==> config.mk <==
export PLATFORM = sky130hd
export DESIGN_NAME = pipe_stage_reg
export DESIGN_NICKNAME = d
export VERILOG_FILES = /design/src/rtl/pipe_stage_reg.sv
export SDC_FILE = /design/constraint.sdc
export NUM_CORES = 1
export LEC_CHECK = 0
export CAP_MARGIN = 5
export CORE_ASPECT_RATIO = 1.4
export CORE_UTILIZATION = 35
export DETAILED_ROUTE_END_ITERATION = 6
export PLACE_DENSITY = 0.7
export SETUP_SLACK_MARGIN = 0.05
export SYNTH_ARGS = -nofsm -noshare
export SYNTH_HDL_FRONTEND = slang
export SYNTH_SLANG_ARGS = --single-unit
==> constraint.sdc <==
create_clock -name clk -period 1.9 [get_ports clk]
set_input_delay 0.38 -clock clk [delete_from_list [all_inputs] [get_ports clk]]
set_output_delay 0.38 -clock clk [all_outputs]
set_load 0.05 [all_outputs]
==> src/rtl/pipe_stage_reg.sv <==
// rtl/pipe_stage_reg.sv - parametrised pipeline boundary register with flush, bubble and perf counters
module pipe_stage_reg #(
    parameter int STAGE   = 3,
    parameter int STALL_W = 6,
    parameter int NLANES  = 1,
    parameter int DATA_W  = 32,
    parameter int ADDR_W  = 5,
    parameter int CNT_W   = 16
) (
    input  logic                     clk,
    input  logic                     rst,
    input  logic [STALL_W-1:0]       stall,
    input  logic                     flush,
    input  logic                     cnt_clr,
    input  logic                     in_valid,
    input  logic [NLANES*ADDR_W-1:0] in_wd,
    input  logic [NLANES-1:0]        in_wreg,
    input  logic [NLANES*DATA_W-1:0] in_wdata,
    input  logic [DATA_W-1:0]        in_hi,
    input  logic [DATA_W-1:0]        in_lo,
    input  logic                     in_whilo,
    output logic                     out_valid,
    output logic [NLANES*ADDR_W-1:0] out_wd,
    output logic [NLANES-1:0]        out_wreg,
    output logic [NLANES*DATA_W-1:0] out_wdata,
    output logic [DATA_W-1:0]        out_hi,
    output logic [DATA_W-1:0]        out_lo,
    output logic                     out_whilo,
    output logic [CNT_W-1:0]         stall_cnt,
    output logic [CNT_W-1:0]         bubble_cnt
);

    localparam logic [CNT_W-1:0] CNT_ONE = {{(CNT_W-1){1'b0}}, 1'b1};
    localparam logic [CNT_W-1:0] CNT_MAX = {CNT_W{1'b1}};

    // Only our own stage bit and the downstream bit matter; the rest of the
    // vector belongs to other boundaries.
    logic s_up;
    logic s_dn;
    logic stall_unused;

    assign s_up         = stall[STAGE];
    assign s_dn         = stall[STAGE+1];
    assign stall_unused = ^stall;

    logic do_bubble;
    logic do_advance;
    logic inc_stall;
    logic inc_bubble;

    // Decode the single per-cycle action; flush wins over any stall combination
    // and suppresses the counters for that cycle.
    always_comb begin
        do_bubble  = 1'b0;
        do_advance = 1'b0;
        inc_stall  = 1'b0;
        inc_bubble = 1'b0;
        if (flush) begin
            do_bubble = 1'b1;
        end else if (s_up && !s_dn) begin
            do_bubble  = 1'b1;
            inc_stall  = 1'b1;
            inc_bubble = 1'b1;
        end else if (s_up && s_dn) begin
            inc_stall = 1'b1;
        end else begin
            // s_up=0 advances even when s_dn=1 (illegal from ctrl, tolerated here)
            do_advance = 1'b1;
        end
    end

    // Payload register: a bubble zeroes every field, including the write
    // enables, so it can never retire a GPR or HI/LO write; hold keeps all.
    always_ff @(posedge clk) begin
        if (rst || do_bubble) begin
            out_valid <= 1'b0;
            out_wd    <= '0;
            out_wreg  <= '0;
            out_wdata <= '0;
            out_hi    <= '0;
            out_lo    <= '0;
            out_whilo <= 1'b0;
        end else if (do_advance) begin
            out_valid <= in_valid;
            out_wd    <= in_wd;
            out_wreg  <= in_wreg;
            out_wdata <= in_wdata;
            out_hi    <= in_hi;
            out_lo    <= in_lo;
            out_whilo <= in_whilo;
        end
    end

    // Saturating performance counters; clear beats a coincident increment.
    always_ff @(posedge clk) begin
        if (rst || cnt_clr) begin
            stall_cnt  <= '0;
            bubble_cnt <= '0;
        end else begin
            if (inc_stall && stall_cnt != CNT_MAX) begin
                stall_cnt <= stall_cnt + CNT_ONE;
            end
            if (inc_bubble && bubble_cnt != CNT_MAX) begin
                bubble_cnt <= bubble_cnt + CNT_ONE;
            end
        end
    end

endmodule
==> impl_results.html, run 1 <==
<table>
<tr><th>Metric</th><th>Value</th></tr>
<tr><th colspan="2">Worst setup path</th></tr>
<tr><td>Worst EP arrival</td><td>1.36 ns</td></tr>
<tr><td>Crit end category</td><td>primary output</td></tr>
<tr><td>Max stage delay on crit path</td><td>~0.5 ns</td></tr>
<tr><td>Setup slack, reg-to-reg</td><td>0.21 ns</td></tr>
<tr><td>Worst reg2reg endpoint</td><td>bubble_cnt[5]</td></tr>
<tr><td>Category of the worst setup path launch point</td><td>flip-flop</td></tr>
<tr><td>Critical path class</td><td>reg2out</td></tr>
<tr><td>Cells traversed along the worst timing path</td><td>buf_4 &gt; dlygate4sd2_1</td></tr>
<tr><td>Highest net fanout along the worst path</td><td>4</td></tr>
<tr><td>Register-to-Register Path Depth</td><td>5</td></tr>
<tr><td>Critical R2R Launch</td><td>bubble_cnt[1]</td></tr>
<tr><td>Endpoint required time on the critical path</td><td>about 1.5 ns</td></tr>
<tr><td>Max stage delay cell, worst path</td><td>sky130_fd_sc_hd__dlygate4sd2_1</td></tr>
<tr><th colspan="2">Synthesis</th></tr>
<tr><td>Portion of the post-synthesis area used by sequential elements</td><td>0.518</td></tr>
<tr><td>EDFF count, synth</td><td>0</td></tr>
<tr><td>Post-synthesis sequential element count</td><td>approximately 140</td></tr>
<tr><td>Synthesized netlist net count</td><td>767</td></tr>
<tr><td>Yosys warnings</td><td>0</td></tr>
<tr><td>Post-synthesis cell type count</td><td>51</td></tr>
<tr><td>Main synth FF type</td><td>sky130_fd_sc_hd__dfxtp_1</td></tr>
<tr><td>Post-synth ARST share</td><td>0</td></tr>
<tr><td>Post-synthesis cell count</td><td>651</td></tr>
<tr><td>Largest area contributor in the netlist</td><td>sky130_fd_sc_hd__dfxtp_1</td></tr>
<tr><td>Synthesized area per cell</td><td>between 8 and 9 um2</td></tr>
<tr><td>Synth top area cells</td><td>sky130_fd_sc_hd__dfxtp_1, sky130_fd_sc_hd__nand2_1, sky130_fd_sc_hd__a21oi_1, sky130_fd_sc_hd__clkbuf_1, sky130_fd_sc_hd__or3_1</td></tr>
<tr><td>Post-synthesis instance area</td><td>~5300 um2</td></tr>
<tr><td>Fraction of synthesized cell area taken by the top area cell type</td><td>0.518</td></tr>
<tr><th colspan="2">Detailed routing</th></tr>
<tr><td>Average wire length per cell after detail routing</td><td>14.3 um</td></tr>
<tr><td>Final Routed Wirelength</td><td>16.1 mm</td></tr>
<tr><td>Detail-routed via count per cell</td><td>4.90</td></tr>
<tr><td>Total via count in the routed design</td><td>5529</td></tr>
<tr><td>Initial DRC count</td><td>approximately 180</td></tr>
<tr><td>Remaining routing DRC violations</td><td>0</td></tr>
<tr><td>Iteration count of the initial detailed-routing pass</td><td>5</td></tr>
<tr><td>Antenna violation net count after detailed routing</td><td>0</td></tr>
<tr><th colspan="2">Power</th></tr>
<tr><td>Cell area power density</td><td>about 810 nW/um2</td></tr>
<tr><td>Peak supply drop</td><td>461 uV</td></tr>
<tr><td>Leakage power</td><td>approximately 0.0035 uW</td></tr>
<tr><th colspan="2">Timing</th></tr>
<tr><td>Highest Clock Rate</td><td>~570 MHz</td></tr>
<tr><td>Worst-margin pin slew</td><td>just over 0.5 ns</td></tr>
<tr><td>Total negative slack</td><td>0 ns</td></tr>
<tr><td>Final critical path time including I/O delays and setup</td><td>about 1.7 ns</td></tr>
<tr><td>Total count of hold-check failures in the final report</td><td>0</td></tr>
<tr><td>Minimum setup slack in the final design</td><td>0.158 ns</td></tr>
<tr><td>Period Utilization, post-route</td><td>0.917</td></tr>
<tr><td>Slew Viols, Final</td><td>0</td></tr>
<tr><td>Worst slew margin</td><td>0.659</td></tr>
<tr><td>RSZ-0062 raised after global routing</td><td>false</td></tr>
<tr><td>Endpoints failing setup</td><td>0</td></tr>
<tr><td>Final setup skew</td><td>0.00720 ns</td></tr>
<tr><th colspan="2">Min path</th></tr>
<tr><td>Hold/Removal Path Class</td><td>reg2reg</td></tr>
<tr><td>Hold path cells</td><td>2</td></tr>
<tr><td>Hold path startpoint</td><td>out_lo[30]</td></tr>
<tr><td>Hold EP</td><td>out_lo[30]</td></tr>
<tr><th colspan="2">Placement</th></tr>
<tr><td>Final HPWL DP</td><td>between 10 and 15 mm</td></tr>
<tr><td>Cell count after placement</td><td>about 1100</td></tr>
<tr><td>Placement Cell Area</td><td>8170 um2</td></tr>
<tr><td>Count of buffers from port buffering</td><td>245</td></tr>
<tr><td>Placement Setup Slack</td><td>-0.227 ns</td></tr>
<tr><td>Global placement routability congestion</td><td>around 0.82</td></tr>
<tr><th colspan="2">Cells and area</th></tr>
<tr><td>Final instance area</td><td>approximately 8700 um2</td></tr>
<tr><td>Layout cells sized above 1</td><td>0.195</td></tr>
<tr><td>Non-Filler Instances</td><td>between 1000 and 1500</td></tr>
<tr><td>Growth of design area from synthesis to finish</td><td>65.7%</td></tr>
<tr><td>Number of nets at the end of the flow</td><td>1042</td></tr>
<tr><th colspan="2">CTS</th></tr>
<tr><td>CTS H-tree lvls</td><td>4</td></tr>
<tr><td>Total of hold buffers inserted after clock tree synthesis</td><td>0</td></tr>
<tr><td>Clock-pin slew of the registers on the worst-case setup and hold paths</td><td>~0.06 ns</td></tr>
<tr><td>CTS max path bufs</td><td>2</td></tr>
<tr><td>Number of buffers inserted during clock tree synthesis</td><td>17</td></tr>
<tr><td>Cell chosen for the clock root</td><td>sky130_fd_sc_hd__clkbuf_16</td></tr>
<tr><td>TritonCTS clock tree</td><td>built</td></tr>
<tr><td>Clock insertion delay at the later pin of the skew report</td><td>~0.40 ns</td></tr>
<tr><td>Setup bufs post-CTS</td><td>0</td></tr>
<tr><td>Clk sink count</td><td>roughly 140</td></tr>
<tr><th colspan="2">GRT</th></tr>
<tr><td>Global route overflow</td><td>0</td></tr>
<tr><td>Wire length of the first global-routing pass</td><td>about 25 mm</td></tr>
<tr><td>Largest net degree at the start of global routing</td><td>42</td></tr>
<tr><td>Met2 Usage GRT</td><td>0.384</td></tr>
<tr><td>Global-route usage over all layers</td><td>0.207</td></tr>
<tr><td>Met1 track demand over resource</td><td>0.220</td></tr>
<tr><td>Highest-utilization routing layer at the global route stage</td><td>met2</td></tr>
<tr><td>Number of global-route vias before repair</td><td>roughly 5200</td></tr>
<tr><td>GR Layer Usage met3</td><td>0.0444</td></tr>
<tr><td>Antenna violations before repair</td><td>1</td></tr>
<tr><th colspan="2">Run</th></tr>
<tr><td>Reported max-cap violation count</td><td>0</td></tr>
<tr><th colspan="2">Floorplan</th></tr>
<tr><td>Row count</td><td>52</td></tr>
<tr><td>I/O pin total</td><td>250</td></tr>
<tr><td>Core ar.</td><td>14600 um2</td></tr>
<tr><td>Initial cell density of the core</td><td>0.360</td></tr>
<tr><td>Width of the die</td><td>between 100 and 150 um</td></tr>
<tr><td>Floorplan die area</td><td>15500 um2</td></tr>
<tr><td>Floorplan die height</td><td>around 150 um</td></tr>
<tr><th colspan="2">Run status</th></tr>
<tr><td>Status</td><td>finished clean</td></tr>
</table>
## layer usage
metal | up-vias | wire length, um
met3 | 32 | 715
met1 | 2550 | 6290
li1 | 2778 | -
met4 | 0 | 518
met5 | - | 0
met2 | 169 | 8590
## repair_timing
action                                 CTS  global route
setup endpoints to repair               65             4
cloned                                   0             0
gates resized for setup                 65             3
endpoints found under the hold margin    0             0
## through the flow
step	hold slack, ns	total power, uW	util
after global routing	0.469	7280	0.597
after CTS	0.451	7100	0.597
after global placement	0.441	3720	0.561
after floorplan	0.516	3290	-
after detailed placement	0.446	3720	0.561
final	0.449	7020	0.597
## final cells by class
| type | count | area [um2] |
|---|---|---|
| fillers | 1332 | 5870 |
| repair buffers | 298 | 2740 |
| flip-flops and latches | 136 | 2740 |
| multi-input cells | 470 | 2370 |
| clock buffers | 18 | 439 |
| well taps | 189 | 236 |
| clock inverters | 13 | 168 |
| inverters | 3 | 11.3 |
| diodes | 1 | 2.50 |
## worst max-delay path by stage
stage,slack [ns],depth (start not counted),from,endpoint
after CTS,0.07,5,bubble_cnt[0],bubble_cnt[14]
after global placement,-0.19,5,flush,stall_cnt[14]
after detailed placement,-0.23,5,flush,stall_cnt[14]
after floorplan,0.03,4,stall_cnt[3],stall_cnt[14]
after global routing,0.08,4,stall_cnt[10],stall_cnt[3]
final,0.16,2,bubble_cnt[0],bubble_cnt[0]
## layout by cell type, fill, tap and decap left out, types with 6 or more instances in the layout
master,Yosys,routed
sky130_fd_sc_hd__dfxtp_2,0,11
sky130_fd_sc_hd__nor2_1,7,6
sky130_fd_sc_hd__or4_1,8,8
sky130_fd_sc_hd__nand2_1,223,223
sky130_fd_sc_hd__buf_4,0,112
sky130_fd_sc_hd__nand3_1,10,10
sky130_fd_sc_hd__a21oi_1,124,124
sky130_fd_sc_hd__clkbuf_16,0,17
sky130_fd_sc_hd__o21ai_0,14,14
sky130_fd_sc_hd__dlygate4sd2_1,0,65
sky130_fd_sc_hd__clkdlybuf4s50_1,0,109
sky130_fd_sc_hd__o31ai_1,8,8
sky130_fd_sc_hd__dfxtp_1,136,125
sky130_fd_sc_hd__buf_12,0,12
sky130_fd_sc_hd__nand4_1,8,8
sky130_fd_sc_hd__or3_1,13,12
## cells by family (layout without fill, tap and decap cells)
family | count (synthesis) | count (layout) | synth area share
AND/OR/NAND/NOR | 303 | 303 | 0.268
AO/OA/AOI/OAI | 163 | 163 | 0.170
flip-flops | 136 | 136 | 0.518
buffers and inverters | 45 | 332 | 0.0345
adder cells (fa/ha/maj) | 2 | 2 | 0.00476
multiplexers | 2 | 2 | 0.00381
other | 0 | 1 | 0
## synthesized netlist by cell type (all sizes together), types with 6 or more instances
master  number
dfxtp      136
a21oi      124
o31ai        9
or4          8
nand2      224
nand3       11
or3         15
clkbuf      35
o21ai       14
nor2         7
nand4       10
buf          6
## critical path, delay by kind of cell (launching register included)
family | cells | cell delay, ns
buffers and inverters | 2 | 0.62
flip-flops | 1 | 0.33
## flip-flops by register name, summed over array words and instances (netlist names)
| name | cells |
|---|---|
| out_whilo | 1 |
| out_valid | 1 |
| stall_cnt | 16 |
| out_wd | 5 |
| out_wreg | 1 |
| out_hi | 32 |
| out_wdata | 32 |
| out_lo | 32 |
| bubble_cnt | 16 |
## power breakdown
part | switching (uW) | total [uW] | internal (uW) | leakage [uW]
clock | 1270 | 3380 | 2110 | 0.000294
combinational | 373 | 729 | 356 | 0.00215
sequential | 19.1 | 2910 | 2890 | 0.00110
total | 1670 | 7020 | 5360 | 0.00355
No activity file was read; power rests on OpenSTA's default activity.
==> run 2, diff against run 1 <==
--- a/config.mk
+++ b/config.mk
@@ -9,6 +9,7 @@
 export CORE_ASPECT_RATIO = 1.4
 export CORE_UTILIZATION = 35
 export DETAILED_ROUTE_END_ITERATION = 6
+export GPL_TIMING_DRIVEN = 0
 export PLACE_DENSITY = 0.7
 export SETUP_SLACK_MARGIN = 0.05
 export SYNTH_ARGS = -nofsm -noshare
==> impl_results.html, run 2 (synthesis results as in run 1) <==
<table>
<tr><th>Metric</th><th>Value</th></tr>
<tr><th colspan="2">Run status</th></tr>
<tr><td>Status</td><td>finished clean</td></tr>
<tr><th colspan="2">Timing</th></tr>
<tr><td>Final setup skew</td><td>0.00526 ns (-0.00195 ns)</td></tr>
<tr><td>Total negative slack</td><td>0 ns (unchanged)</td></tr>
<tr><td>Hold_ws</td><td>0.448 ns (-0.000365 ns)</td></tr>
<tr><td>Total count of hold-check failures in the final report</td><td>0 (unchanged)</td></tr>
<tr><td>Highest Clock Rate</td><td>552 MHz (-3.8%)</td></tr>
<tr><td>Endpoints failing setup</td><td>0 (unchanged)</td></tr>
<tr><td>Final critical path time including I/O delays and setup</td><td>1.81 ns (+0.0697 ns)</td></tr>
<tr><td>Worst slew margin</td><td>0.628 (-0.0313)</td></tr>
<tr><td>Period Utilization, post-route</td><td>0.954 (+0.0367)</td></tr>
<tr><td>RSZ-0062 raised after global routing</td><td>false</td></tr>
<tr><td>Worst-margin pin slew</td><td>0.560 ns (+0.0530 ns)</td></tr>
<tr><td>Slew Viols, Final</td><td>0 (unchanged)</td></tr>
<tr><th colspan="2">Detailed routing</th></tr>
<tr><td>Initial DRC count</td><td>164 (-9.4%)</td></tr>
<tr><td>Iteration count of the initial detailed-routing pass</td><td>4 (-1)</td></tr>
<tr><td>Max layer used</td><td>met4</td></tr>
<tr><td>Met2 wire length</td><td>8.34 mm (-2.9%)</td></tr>
<tr><td>Remaining routing DRC violations</td><td>0 (unchanged)</td></tr>
<tr><td>Antenna violation net count after detailed routing</td><td>0 (unchanged)</td></tr>
<tr><td>Metal-1 WL</td><td>6.79 mm (+7.9%)</td></tr>
<tr><td>Final Routed Wirelength</td><td>16.6 mm (+3.0%)</td></tr>
<tr><td>WL met3</td><td>945 um (+32%)</td></tr>
<tr><td>Detail-routed via count per cell</td><td>4.85 (-1.1%)</td></tr>
<tr><td>Total via count in the routed design</td><td>5412 (-2.1%)</td></tr>
<tr><td>Average wire length per cell after detail routing</td><td>14.9 um (+4.1%)</td></tr>
<tr><th colspan="2">Power</th></tr>
<tr><td>Leakage power</td><td>0.00351 uW (-0.94%)</td></tr>
<tr><td>Cell-internal power</td><td>5280 uW (-1.5%)</td></tr>
<tr><td>Switching share of power</td><td>0.231 (-0.00614)</td></tr>
<tr><td>Peak supply drop</td><td>503 uV (+9.2%)</td></tr>
<tr><td>Combinational power share</td><td>0.098 (-0.006)</td></tr>
<tr><td>Power share of the sequential group</td><td>0.424 (+0.009)</td></tr>
<tr><td>NetSw</td><td>1590 uW (-4.8%)</td></tr>
<tr><td>Clock group share of total power</td><td>0.478 (-0.004)</td></tr>
<tr><td>Cell area power density</td><td>814 nW/um2 (+0.88%)</td></tr>
<tr><th colspan="2">Floorplan</th></tr>
<tr><td>Row count</td><td>52 (unchanged)</td></tr>
<tr><td>I/O pin total</td><td>250 (unchanged)</td></tr>
<tr><td>Floorplan die area</td><td>15500 um2 (unchanged)</td></tr>
<tr><td>Floorplan die height</td><td>147 um (unchanged)</td></tr>
<tr><td>Initial cell density of the core</td><td>0.360 (unchanged)</td></tr>
<tr><td>Width of the die</td><td>106 um (unchanged)</td></tr>
<tr><td>Core ar.</td><td>14600 um2 (unchanged)</td></tr>
<tr><th colspan="2">CTS</th></tr>
<tr><td>Clock-pin slew of the registers on the worst-case setup and hold paths</td><td>0.05 ns (about the same)</td></tr>
<tr><td>Clk sink count</td><td>136 (unchanged)</td></tr>
<tr><td>TritonCTS clock tree</td><td>built</td></tr>
<tr><td>CTS max path bufs</td><td>2 (unchanged)</td></tr>
<tr><td>Total of hold buffers inserted after clock tree synthesis</td><td>0 (unchanged)</td></tr>
<tr><td>Cell chosen for the clock root</td><td>sky130_fd_sc_hd__clkbuf_16</td></tr>
<tr><td>CTS H-tree lvls</td><td>4 (unchanged)</td></tr>
<tr><td>Clock insertion delay at the later pin of the skew report</td><td>0.41 ns (about the same)</td></tr>
<tr><td>Number of buffers inserted during clock tree synthesis</td><td>17 (unchanged)</td></tr>
<tr><th colspan="2">Worst setup path</th></tr>
<tr><td>Endpoint required time on the critical path</td><td>1.52 ns (about the same)</td></tr>
<tr><td>Max stage delay cell, worst path</td><td>sky130_fd_sc_hd__dlygate4sd2_1</td></tr>
<tr><td>Cell family with most CP delay</td><td>buffers and inverters</td></tr>
<tr><td>Worst EP arrival</td><td>1.43 ns (+0.07 ns)</td></tr>
<tr><td>Crit end category</td><td>primary output</td></tr>
<tr><td>Highest net fanout along the worst path</td><td>6 (+2)</td></tr>
<tr><td>Max stage delay on crit path</td><td>0.57 ns (+0.06 ns)</td></tr>
<tr><td>Count of buffer and inverter cells on the critical path</td><td>1 (-1)</td></tr>
<tr><td>Cells traversed along the worst timing path</td><td>dlygate4sd2_1</td></tr>
<tr><td>Critical path class</td><td>reg2out</td></tr>
<tr><td>Category of the worst setup path launch point</td><td>flip-flop</td></tr>
<tr><th colspan="2">Cells and area</th></tr>
<tr><td>Most frequent standard cell in the layout excluding fill and tap cells</td><td>sky130_fd_sc_hd__nand2_1</td></tr>
<tr><td>Registers with the most flip-flops</td><td>out_hi (32), out_lo (32), out_wdata (32)</td></tr>
<tr><td>Number of nets at the end of the flow</td><td>1033 (-0.86%)</td></tr>
<tr><td>End-of-flow core utilization</td><td>0.579 (-0.0185)</td></tr>
<tr><td>Growth of design area from synthesis to finish</td><td>60.6%</td></tr>
<tr><td>Commonest non-fill, non-tap cells in the layout</td><td>sky130_fd_sc_hd__nand2_1, sky130_fd_sc_hd__dlygate4sd2_1, sky130_fd_sc_hd__dfxtp_1</td></tr>
<tr><td>Non-Filler Instances</td><td>1116 (-1.1%)</td></tr>
<tr><td>Final-layout fill cell count</td><td>1385 (+4.0%)</td></tr>
<tr><td>Final instance area</td><td>8430 um2 (-3.1%)</td></tr>
<tr><td>Layout cells sized above 1</td><td>0.0798 (-0.115)</td></tr>
<tr><td>Total inserted antenna cells</td><td>0 (-1)</td></tr>
<tr><th colspan="2">Placement</th></tr>
<tr><td>Placement Cell Area</td><td>7940 um2 (-2.8%)</td></tr>
<tr><td>Final HPWL DP</td><td>12.3 mm (+4.0%)</td></tr>
<tr><td>Global placement routability congestion</td><td>0.815 (-0.44%)</td></tr>
<tr><td>Count of buffers from port buffering</td><td>244 (-0.41%)</td></tr>
<tr><td>Cell count after placement</td><td>1084 (-1.1%)</td></tr>
<tr><th colspan="2">GRT</th></tr>
<tr><td>Global-route usage over all layers</td><td>0.215 (+0.00786)</td></tr>
<tr><td>Antenna violations before repair</td><td>0 (-1)</td></tr>
<tr><td>Wire length of the first global-routing pass</td><td>26.0 mm (+2.2%)</td></tr>
<tr><td>Global route overflow</td><td>0 (unchanged)</td></tr>
<tr><td>Largest net degree at the start of global routing</td><td>17 (-60%)</td></tr>
<tr><td>Number of global-route vias before repair</td><td>5086 (-2.5%)</td></tr>
<tr><th colspan="2">Run</th></tr>
<tr><td>Reported max-cap violation count</td><td>0 (unchanged)</td></tr>
<tr><th colspan="2">Min path</th></tr>
<tr><td>Hold/Removal Path Class</td><td>reg2reg</td></tr>
</table>
==> run 2: changes by cell type in the layout (fill, tap and decap cells not counted), moves of 2 or more <==
cell,previous run,this run
sky130_fd_sc_hd__clkbuf_2,0,5
sky130_fd_sc_hd__inv_6,4,0
sky130_fd_sc_hd__clkdlybuf4s50_1,109,107
sky130_fd_sc_hd__clkbuf_1,0,26
sky130_fd_sc_hd__clkbuf_8,1,5
sky130_fd_sc_hd__clkinv_2,2,0
sky130_fd_sc_hd__clkdlybuf4s15_1,0,2
sky130_fd_sc_hd__buf_2,0,8
sky130_fd_sc_hd__buf_4,112,4
sky130_fd_sc_hd__buf_12,12,1
sky130_fd_sc_hd__dlygate4sd2_1,65,135
==> run 2: power groups by stage <==
stage / clock [uW] / combinational (uW) / sequential [uW]
2_1_floorplan: 0 / 179 / 3110
3_3_place_gp: 0 / 692 / 2970
3_5_place_dp: 0 / 692 / 2970
4_1_cts: 3350 / 673 / 2910
5_1_grt: 3470 / 721 / 2910
6_report: 3280 / 670 / 2910
==> run 2: what timing repair did <==
action / in CTS / in global routing
setup endpoints to repair: 199 / 36
pin swaps: 0 / 2
cloned: 0 / 0
setup buffers: 0 / 3
endpoints found under the hold margin: 0 / 0
gates resized for setup: 149 / 14
==> run 2: final timing paths <==
kind	start	end	slack, ns	cells past startpoint
worst max-delay path	stall_cnt[3]	stall_cnt[3]	0.09	1
worst min-delay path	out_hi[27]	out_hi[27]	0.45	2
worst max register to register	bubble_cnt[0]	bubble_cnt[2]	0.14	6
worst min register to register	out_hi[27]	out_hi[27]	0.45	2
==> run 2: per-layer routing <==
| metal | global-route usage | vias up |
|---|---|---|
| met5 | 0 | - |
| met4 | 0.100 | 0 |
| met3 | 0.0590 | 33 |
| met2 | 0.369 | 170 |
| met1 | 0.246 | 2442 |
| li1 | - | 2767 |
==> run 2: through the flow <==
step / setup WS, ns / power, uW
CTS: 0.0556 / 6930
floorplan: 0.0300 / 3290
detailed placement: -0.783 / 3670
global route: 0.0515 / 7100
global placement: -0.763 / 3660
finish: 0.0881 / 6860
==> run 2: final cells by class <==
cell class                      count  area (um2)  share of cell area
Sequential cell                   136        2740               0.324
Multi-Input combinational cell    470        2360               0.280
Timing Repair Buffer              247        2310               0.274
Clock buffer                       23         498              0.0591
Tap cell                          189         236              0.0280
Buffer                             42         190              0.0226
Clock inverter                      6        91.3              0.0108
Inverter                            3        11.3             0.00134
